==> src/rtl/bram_pkg.sv <==
// Shared defaults for the block-RAM family (single- and dual-port variants).
// Sized so a default instance is 16 words of 8 bits.
package bram_pkg;

   localparam int BRAM_DATA_WIDTH = 8;
   localparam int BRAM_ADDR_WIDTH = 4;

endpackage

==> src/rtl/single_port_bram.sv <==
// Single-clock block RAM: one write port and one registered read port.
// Reads are read-first; reset clears only the output register, never the array.
module single_port_bram
   import bram_pkg::*;
#(
   parameter int DATA_WIDTH = BRAM_DATA_WIDTH,
   parameter int ADDR_WIDTH = BRAM_ADDR_WIDTH
) (
   input  logic                  i_CLK,
   input  logic                  i_RESET,
   input  logic                  i_WRITE_ENABLE,
   input  logic [ADDR_WIDTH-1:0] i_WRITE_ADDRESS,
   input  logic [DATA_WIDTH-1:0] i_WRITE_DATA,
   input  logic                  i_READ_ENABLE,
   input  logic [ADDR_WIDTH-1:0] i_READ_ADDRESS,
   output logic [DATA_WIDTH-1:0] o_READ_DATA
);

   localparam int DEPTH = 2 ** ADDR_WIDTH;

   logic [DATA_WIDTH-1:0] mem [DEPTH];
   logic [DATA_WIDTH-1:0] read_data_d;
   logic [DATA_WIDTH-1:0] read_data_q;

   // No reset on the array so it maps onto block RAM; writes are gated by reset.
   always_ff @(posedge i_CLK) begin
      if (i_WRITE_ENABLE && !i_RESET) begin
         mem[i_WRITE_ADDRESS] <= i_WRITE_DATA;
      end
   end

   always_comb begin
      read_data_d = read_data_q;
      if (i_READ_ENABLE) begin
         read_data_d = mem[i_READ_ADDRESS];
      end
   end

   always_ff @(posedge i_CLK) begin
      if (i_RESET) begin
         read_data_q <= '0;
      end else begin
         read_data_q <= read_data_d;
      end
   end

   assign o_READ_DATA = read_data_q;

`ifdef FORMAL
   logic past_valid_q;

   always_ff @(posedge i_CLK) begin
      past_valid_q <= 1'b1;
      if (past_valid_q && $past(i_RESET)) begin
         assert (o_READ_DATA == '0);
      end
      if (past_valid_q && !$past(i_RESET) && !$past(i_READ_ENABLE)) begin
         assert (o_READ_DATA == $past(o_READ_DATA));
      end
   end
`endif

endmodule

==> config.mk <==
export PLATFORM = sky130hd
export DESIGN_NAME = single_port_bram
export DESIGN_NICKNAME = d
export VERILOG_FILES = /design/src/rtl/bram_pkg.sv /design/src/rtl/single_port_bram.sv
export SDC_FILE = /design/constraint.sdc
export NUM_CORES = 1
export LEC_CHECK = 0
export ABC_AREA = 1
export ABC_CLOCK_PERIOD_IN_PS = 1800
export BUFFER_PORTS_ARGS = -buffer_cell sky130_fd_sc_hd__clkbuf_2
export CAP_MARGIN = 20
export CORE_ASPECT_RATIO = 0.75
export CORE_MARGIN = 2
export CORE_UTILIZATION = 40
export CTS_BUF_LIST = sky130_fd_sc_hd__clkbuf_4 sky130_fd_sc_hd__clkbuf_8
export DETAILED_ROUTE_END_ITERATION = 16
export GPL_TIMING_DRIVEN = 0
export PLACE_DENSITY = 0.59
export SLEW_MARGIN = 40
export SYNTH_ARGS = -nofsm -noshare
export SYNTH_HDL_FRONTEND = slang
export SYNTH_SLANG_ARGS = --single-unit
==> constraint.sdc <==
create_clock -name i_CLK -period 1.8 [get_ports i_CLK]
set_input_delay 0.09 -clock i_CLK [delete_from_list [all_inputs] [get_ports i_CLK]]
set_output_delay 0.09 -clock i_CLK [all_outputs]
set_load 0.005 [all_outputs]
# Word-level counts from Yosys, hierarchy flattened
# Memories as Yosys holds them, arrays and structs flattened. A register that Yosys moved wholly into a read port is not among the register bits.
# Cells that the tools add are included.
# word_totals
elab_cells,5
input_bits,20
out_inout_bits,8
mem_bits_rw,128
memories,1
reg_bits,0
# op_classes
n_mux,2
n_reduce_logical,2
# mem_list
name,depth,width,rd,rd_ports_with_merged_regs,write_ports,line_no,source
mem,16,8,1,1,1,single_port_bram.sv:21,logic [DATA_WIDTH-1:0] mem [DEPTH];
# op_table
op,n
1-bit 2-to-1 mux,2
1-bit logical AND,1
1-bit zero test,1

# Depth between registers and ports, before layout
# Gate-level depths: netlist of the first run.
# logic_depth
depth_word,4
mapped_depth,10
mapped_depth_nobuf,9

# Least setup slack after synthesis of the first run
# OpenSTA, ideal clock, no wires.
# synth_timing
path_kind,in2reg
startpoint,input i_RESET
endpoint,memory mem[10][0] (netlist name) (enable)
t_arrival_ps,1001
n_path_buf,1
path_stages,4
required_ps,1430
setup_slack_ps,429
setup_time_ps,370
path_cell_list,clkbuf_1 > nor2_1 > nand3b_1 > nor2_1
# synth_between
elab_chain_len,4
# synth_rtl
item,line_no,source
from (decl),single_port_bram.sv:10,"input logic i_RESET,"
1-bit zero test,single_port_bram.sv:27,if (i_WRITE_ENABLE && !i_RESET) begin
1-bit logical AND,single_port_bram.sv:27,
1-bit 2-to-1 mux,single_port_bram.sv:27,
1-bit 2-to-1 mux (implied by the code),single_port_bram.sv:28,mem[i_WRITE_ADDRESS] <= i_WRITE_DATA;
to (decl),single_port_bram.sv:21,
# Every way passes these cells.

# Final worst setup path of the first run
# layout_timing
startpoint,input i_RESET
endpoint,memory mem[4][1] (netlist name) (enable)
# The elaborated chain is that of the path after synthesis.

==> results of run 1 <==
-- metal layers --
layer	up-vias	track usage [%]
met5	-	0
met4	0	4.185
met3	12	5.450
met2	99	28.92
met1	1808	27.30
li1	1771	-
-- kinds of logic after synthesis --
group	synth area share, %
buf+inv	4.684
simple gates	23.60
flops	71.72
-- cells in the final DEF, fill, tap and decap left out --
master,Yosys,routed
nor2_1,34,33
clkbuf_4,0,1
inv_2,2,2
clkinv_4,0,3
nand3b_1,2,2
edfxtp_1,128,128
nand3_1,105,105
buf_4,4,4
clkbuf_2,0,22
dlygate4sd3_1,0,1
dfxtp_1,8,8
clkinv_2,0,1
clkinv_1,0,2
buf_2,11,11
nand2_1,173,173
clkbuf_8,0,17
buf_6,10,10
nor2_2,0,1
inv_1,13,13
bufinv_16,0,5
clkinvlp_4,0,2
clkbuf_1,2,2
-- power groups by stage --
stage | Sequential [uW] | Clock, uW | Combinational (uW)
floorplan | 3590 | 0 | 263
finish | 3520 | 2800 | 463
global route | 3520 | 2990 | 511
global placement | 3590 | 0 | 452
detailed placement | 3590 | 0 | 459
CTS | 3520 | 2830 | 463
-- worst max-delay path by stage --
stage | slack, ns | depth (start not counted) | end
after CTS | 0.38 | 4 | mem[4][1]
final | 0.39 | 4 | mem[4][1]
after global placement | -0.01 | 4 | mem[4][4]
after global routing | 0.27 | 4 | mem[4][2]
after detailed placement | -0.07 | 4 | mem[4][4]
after floorplan | 0.43 | 4 | mem[10][0]
-- per-stage QoR --
step	TNS, ns	cells	utilization (%)	total power [uW]
after floorplan	0	492	-	3852
final	0	721	46.64	6779
after global placement	-0.1184	689	43.29	4040
after global routing	0	721	46.64	7020
after CTS	0	721	46.62	6815
after detailed placement	-3.339	689	43.29	4049
-- registers in the layout, indices dropped and copies added (netlist names) --
| register | cells |
|---|---|
| o_READ_DATA | 8 |
| mem | 128 |
-- Yosys cell counts --
cell type	instances	area share, %
dfxtp_1	8	2.9
clkbuf_1	2	0.13
inv_1	13	0.87
nand3b_1	2	0.27
edfxtp_1	128	69
nand2_1	173	12
buf_4	4	0.54
buf_2	11	0.99
nand3_1	105	9.4
inv_2	2	0.13
buf_6	10	2.0
nor2_1	34	2.3
-- layout make-up --
class	count	area [um^2]
clock buffers	18	241.5
flip-flops and latches	136	4004
fillers	1252	7287
repair buffers	23	120.1
well taps	175	219.0
clock inverters	13	203.9
inverters	15	56.30
plain buffers	27	205.2
multi-input cells	314	1320
-- worst max-delay path: cells and delay by family --
family	cells	cell delay, ns
buffers and inverters	1	0.18
and+or+nand+nor	3	1.20
==> flow_metrics.tcl, run 1 <==
set metrics [dict create \
    status "completed" \
    slowest_delay_ns 0.62 \
    grt_overflow 0 \
    preCtsSetupSlack_ns -0.07409 \
    start_util_pct 40.88 \
    yosysSeqAreaShare_pct 71.72 \
    endpoint_kind "flip-flop" \
    vias 3690 \
    antennaDiodeCount 0 \
    rows 37 \
    critical_path.slowest_cell "nor2_1" \
    fin_nets 554 \
    period_minus_slack_ns 1.412 \
    syn_avg_cell_area_um2 11.35 \
    maxCapViolations 0 \
    wl_met3_um 870 \
    antenna_left 0 \
    powerDensity_nw_per_um2 1064 \
    worstPathRequired_ns 1.86 \
    die_x_um 140.4 \
    clockPowerShare_pct 41.3 \
    io_buffers 22 \
    relSlewSlack_pct 47.14 \
    drive_gt1_share_pct 14.47 \
    cts_buffers 17 \
    fin_skew_ns 0.01212 \
    slew_viol_final 0 \
    syn_nets 512 \
    syn_inst 492 \
    cts.sinks 136 \
    fin_crit_sh_pct 78.47 \
    grt_pass1_wl_um 20460 \
    p_leak_uw 0.002438 \
    cts_setup_buffers 0 \
    grt_pass1_vias 3549 \
    groute.usage.overall_pct 19.00 \
    drcViolationCount 0 \
    wire_per_inst_um 18.73 \
    highest_layer "met4" \
    start_kind "input pin" \
    antenna_found_initial 0 \
    cts_tree "done" \
    clkTransAtPathRegs_ns 0.07 \
    startpoint "i_RESET" \
    rsz0062_at_grt "no" \
    clockBufferDepth 2 \
    hp-class "in -> reg" \
    syn_to_final_growth_pct 14.10 \
    worst_pin_slew_ns 0.7900 \
    max_freq_mhz 708.0 \
    die_y_um 106.3 \
    firstDrtPassIters 5 \
    core_area_um2 13660 \
    finalSetupViolations 0 \
    cts_hold_buf 1 \
    setup_slack_ns 0.3875 \
    ioPinCount 28 \
    comb_power_share_pct 6.8 \
    cp_cell_sequence "clkbuf_1 -> nor2_1 -> nand3b_1 -> nor2_1" \
    whs_endpoint "o_READ_DATA[7]" \
    worst-r2r-setup-slack_ns 0.68 \
    synth_cell_type_count 12 \
    r2r-start "mem[8][0]" \
    swShare_pct 21.88 \
    r2r_end "o_READ_DATA[0]" \
    wl_met1_um 6397 \
    wl_met2_um 6115 \
    path_common_cell "nor2_1" \
    root_buffer "clkbuf_8" \
    hpwl_um 9020 \
    final_cell_area_um2 6370 \
    die_area_um2 14930 \
    internal-power_uw 5296 \
    hold_ws_ns 0.1016 \
    r2r_cells 8 \
    cts_resized 0 \
    critical_path_class "in -> reg" \
    drt_iter0_drc 315 \
    dpl_cell_area_um2 5912 \
    hold_viol_final 0 \
    arrival_ns 1.47 \
    seqPwrFrac_pct 51.9 \
    htreeDepth 4 \
    finalWeightedCongestion 0.8208 \
    whs_path_depth 4 \
    min-delay-start "i_RESET" \
    avgViaCountPerCell 5.118 \
    ir_drop_mv 0.7727 \
    grt_max_degree 17 \
    crit_path_max_fanout 9 \
    insertion_delay_ns 0.43 \
    syn-cell-area_um2 5583 \
    drt-total-wl_um 13500 \
    p_switching_uw 1483 \
    ys_ff_latch 136 \
    ys_warn_count 0 \
]
Note: power is estimated with default switching activity, not from simulation.
==> run 2, diff against run 1 <==
--- a/config.mk
+++ b/config.mk
@@ -6,7 +6,7 @@
 export NUM_CORES = 1
 export LEC_CHECK = 0
 export ABC_AREA = 1
-export ABC_CLOCK_PERIOD_IN_PS = 1800
+export ABC_CLOCK_PERIOD_IN_PS = 1300
 export BUFFER_PORTS_ARGS = -buffer_cell sky130_fd_sc_hd__clkbuf_2
 export CAP_MARGIN = 20
 export CORE_ASPECT_RATIO = 0.75
==> constraint.sdc (replaced) <==
create_clock -name i_CLK -period 1.3 [get_ports i_CLK]
set_input_delay 0.065 -clock i_CLK [delete_from_list [all_inputs] [get_ports i_CLK]]
set_output_delay 0.065 -clock i_CLK [all_outputs]
set_load 0.005 [all_outputs]
==> flow_metrics.tcl, run 2 (synthesis results as in run 1) <==
set metrics [dict create \
    status "finished, violations left" \
    violations "setup timing" \
    startpoint "i_RESET" \
    start_util_pct 40.88 \
    rsz0062_at_grt "yes" \
    final_cell_mix "nand2_1 (173), edfxtp_1 (128), nand3_1 (105), nor2_1 (23), clkbuf_2 (22)" \
    syn_to_final_growth_pct 14.03 \
    ir_drop_mv 1.103 \
    htreeDepth 4 \
    cts_tree "done" \
    slew_viol_final 0 \
    vias 3684 \
    cts_buffers 17 \
    crit_path_max_fanout 9 \
    ioPinCount 28 \
    finalSetupViolations 40 \
    die_area_um2 14930 \
    hp-class "in -> reg" \
    grt_pass1_wl_um 20620 \
    antenna_found_initial 0 \
    die_y_um 106.3 \
    start_kind "input pin" \
    grt_max_degree 17 \
    cts_setup_buffers 0 \
    setup_slack_ns -0.02757 \
    hold_ws_ns 0.05970 \
    core_area_um2 13660 \
    endpoint_kind "flip-flop" \
    fin_setup_tns_ns -0.5515 \
    largest_register_ffs 128 \
    clkTransAtPathRegs_ns 0.07 \
    relSlewSlack_pct 48.87 \
    rows 37 \
    firstDrtPassIters 5 \
    die_x_um 140.4 \
    powerDensity_nw_per_um2 1443 \
    min-delay-start "i_RESET" \
    finalWeightedCongestion 0.8574 \
    fin_crit_sh_pct 102.1 \
    drt-total-wl_um 13350 \
    root_buffer "clkbuf_8" \
    critical_path_class "in -> reg" \
    fin_skew_ns 0.009884 \
    drcViolationCount 0 \
    antenna_left 0 \
    arrival_ns 1.40 \
    r2r-start "mem[15][5]" \
    wire_per_inst_um 18.51 \
    fillers 1252 \
    fin_nets 554 \
    p_leak_uw 0.002420 \
    final_common_cell "nand2_1" \
    grt_overflow 0 \
    drive_gt1_share_pct 16.48 \
    cts.sinks 136 \
    worstPathRequired_ns 1.37 \
    clockBufferDepth 2 \
    max_freq_mhz 753.3 \
    period_minus_slack_ns 1.328 \
    hpwl_um 9096 \
    groute.usage.overall_pct 19.28 \
    hold_viol_final 0 \
    maxCapViolations 0 \
    worst_pin_slew_ns 0.7642 \
    regMostFlops "mem" \
    antennaDiodeCount 0 \
    avgViaCountPerCell 5.110 \
    insertion_delay_ns 0.45 \
    drt_iter0_drc 360 \
    grt_pass1_vias 3613 \
    io_buffers 22 \
]
## run 2: worst paths after layout
kind,end,slack [ns],cells after the start
worst max register to register,o_READ_DATA[5],0.11,8
worst max-delay path,mem[5][5],-0.03,4
worst min register to register,o_READ_DATA[3],0.55,4
worst min-delay path,o_READ_DATA[2],0.06,4
## run 2: metal layers
metal / up-vias / routed length, um / GRT usage [%]
met5: - / 0 / 0
met4: 0 / 223 / 6.494
met3: 16 / 905 / 5.180
met2: 108 / 5777 / 27.98
met1: 1793 / 6441 / 28.17
li1: 1767 / - / -
## run 2: what timing repair did
| action | 4_1_cts | 5_1_grt |
|---|---|---|
| endpoints found under the hold margin | 7 | 0 |
| hold buffers | 1 | 0 |
| gates resized for setup | 4 | 3 |
| pin swaps | 0 | 0 |
| endpoints found under the setup margin | 47 | 64 |
## run 2: final cells by class
class / count / area, um^2 / area share, %
clock buffer: 17 / 234.0 / 3.675
timing repair buffer: 23 / 120.1 / 1.887
tap: 175 / 219.0 / 3.439
clock inverter: 14 / 182.7 / 2.869
buffer: 27 / 205.2 / 3.223
sequential: 136 / 4004 / 62.89
multi-input combinational: 314 / 1345 / 21.13
inverter: 15 / 56.30 / 0.8844
## run 2: per-stage QoR
step | setup slack (ns) | utilization [%] | cells | area [um^2] | power [uW]
finish | -0.02757 | 46.61 | 721 | 6366 | 9188
floorplan | -0.04640 | - | 492 | 5588 | 5334
detailed placement | -0.5144 | 43.33 | 689 | 5917 | 5602
global route | -0.1779 | 46.61 | 721 | 6366 | 9508
CTS | -0.03720 | 46.52 | 721 | 6354 | 9252
global placement | -0.4983 | 43.33 | 689 | 5917 | 5586
## run 2: critical path, cell delays in order
cell	delay [ns]
clkbuf_1	0.18
nor2_1	0.29
nand3b_1	0.23
nor2_1	0.64
## run 2: report_power, final
group / switching, uW / internal [uW] / leakage (uW)
registers: 20.2 / 4850 / 0.00122
clock network: 1620 / 2060 / 0.000201
logic: 444 / 197 / 0.00100
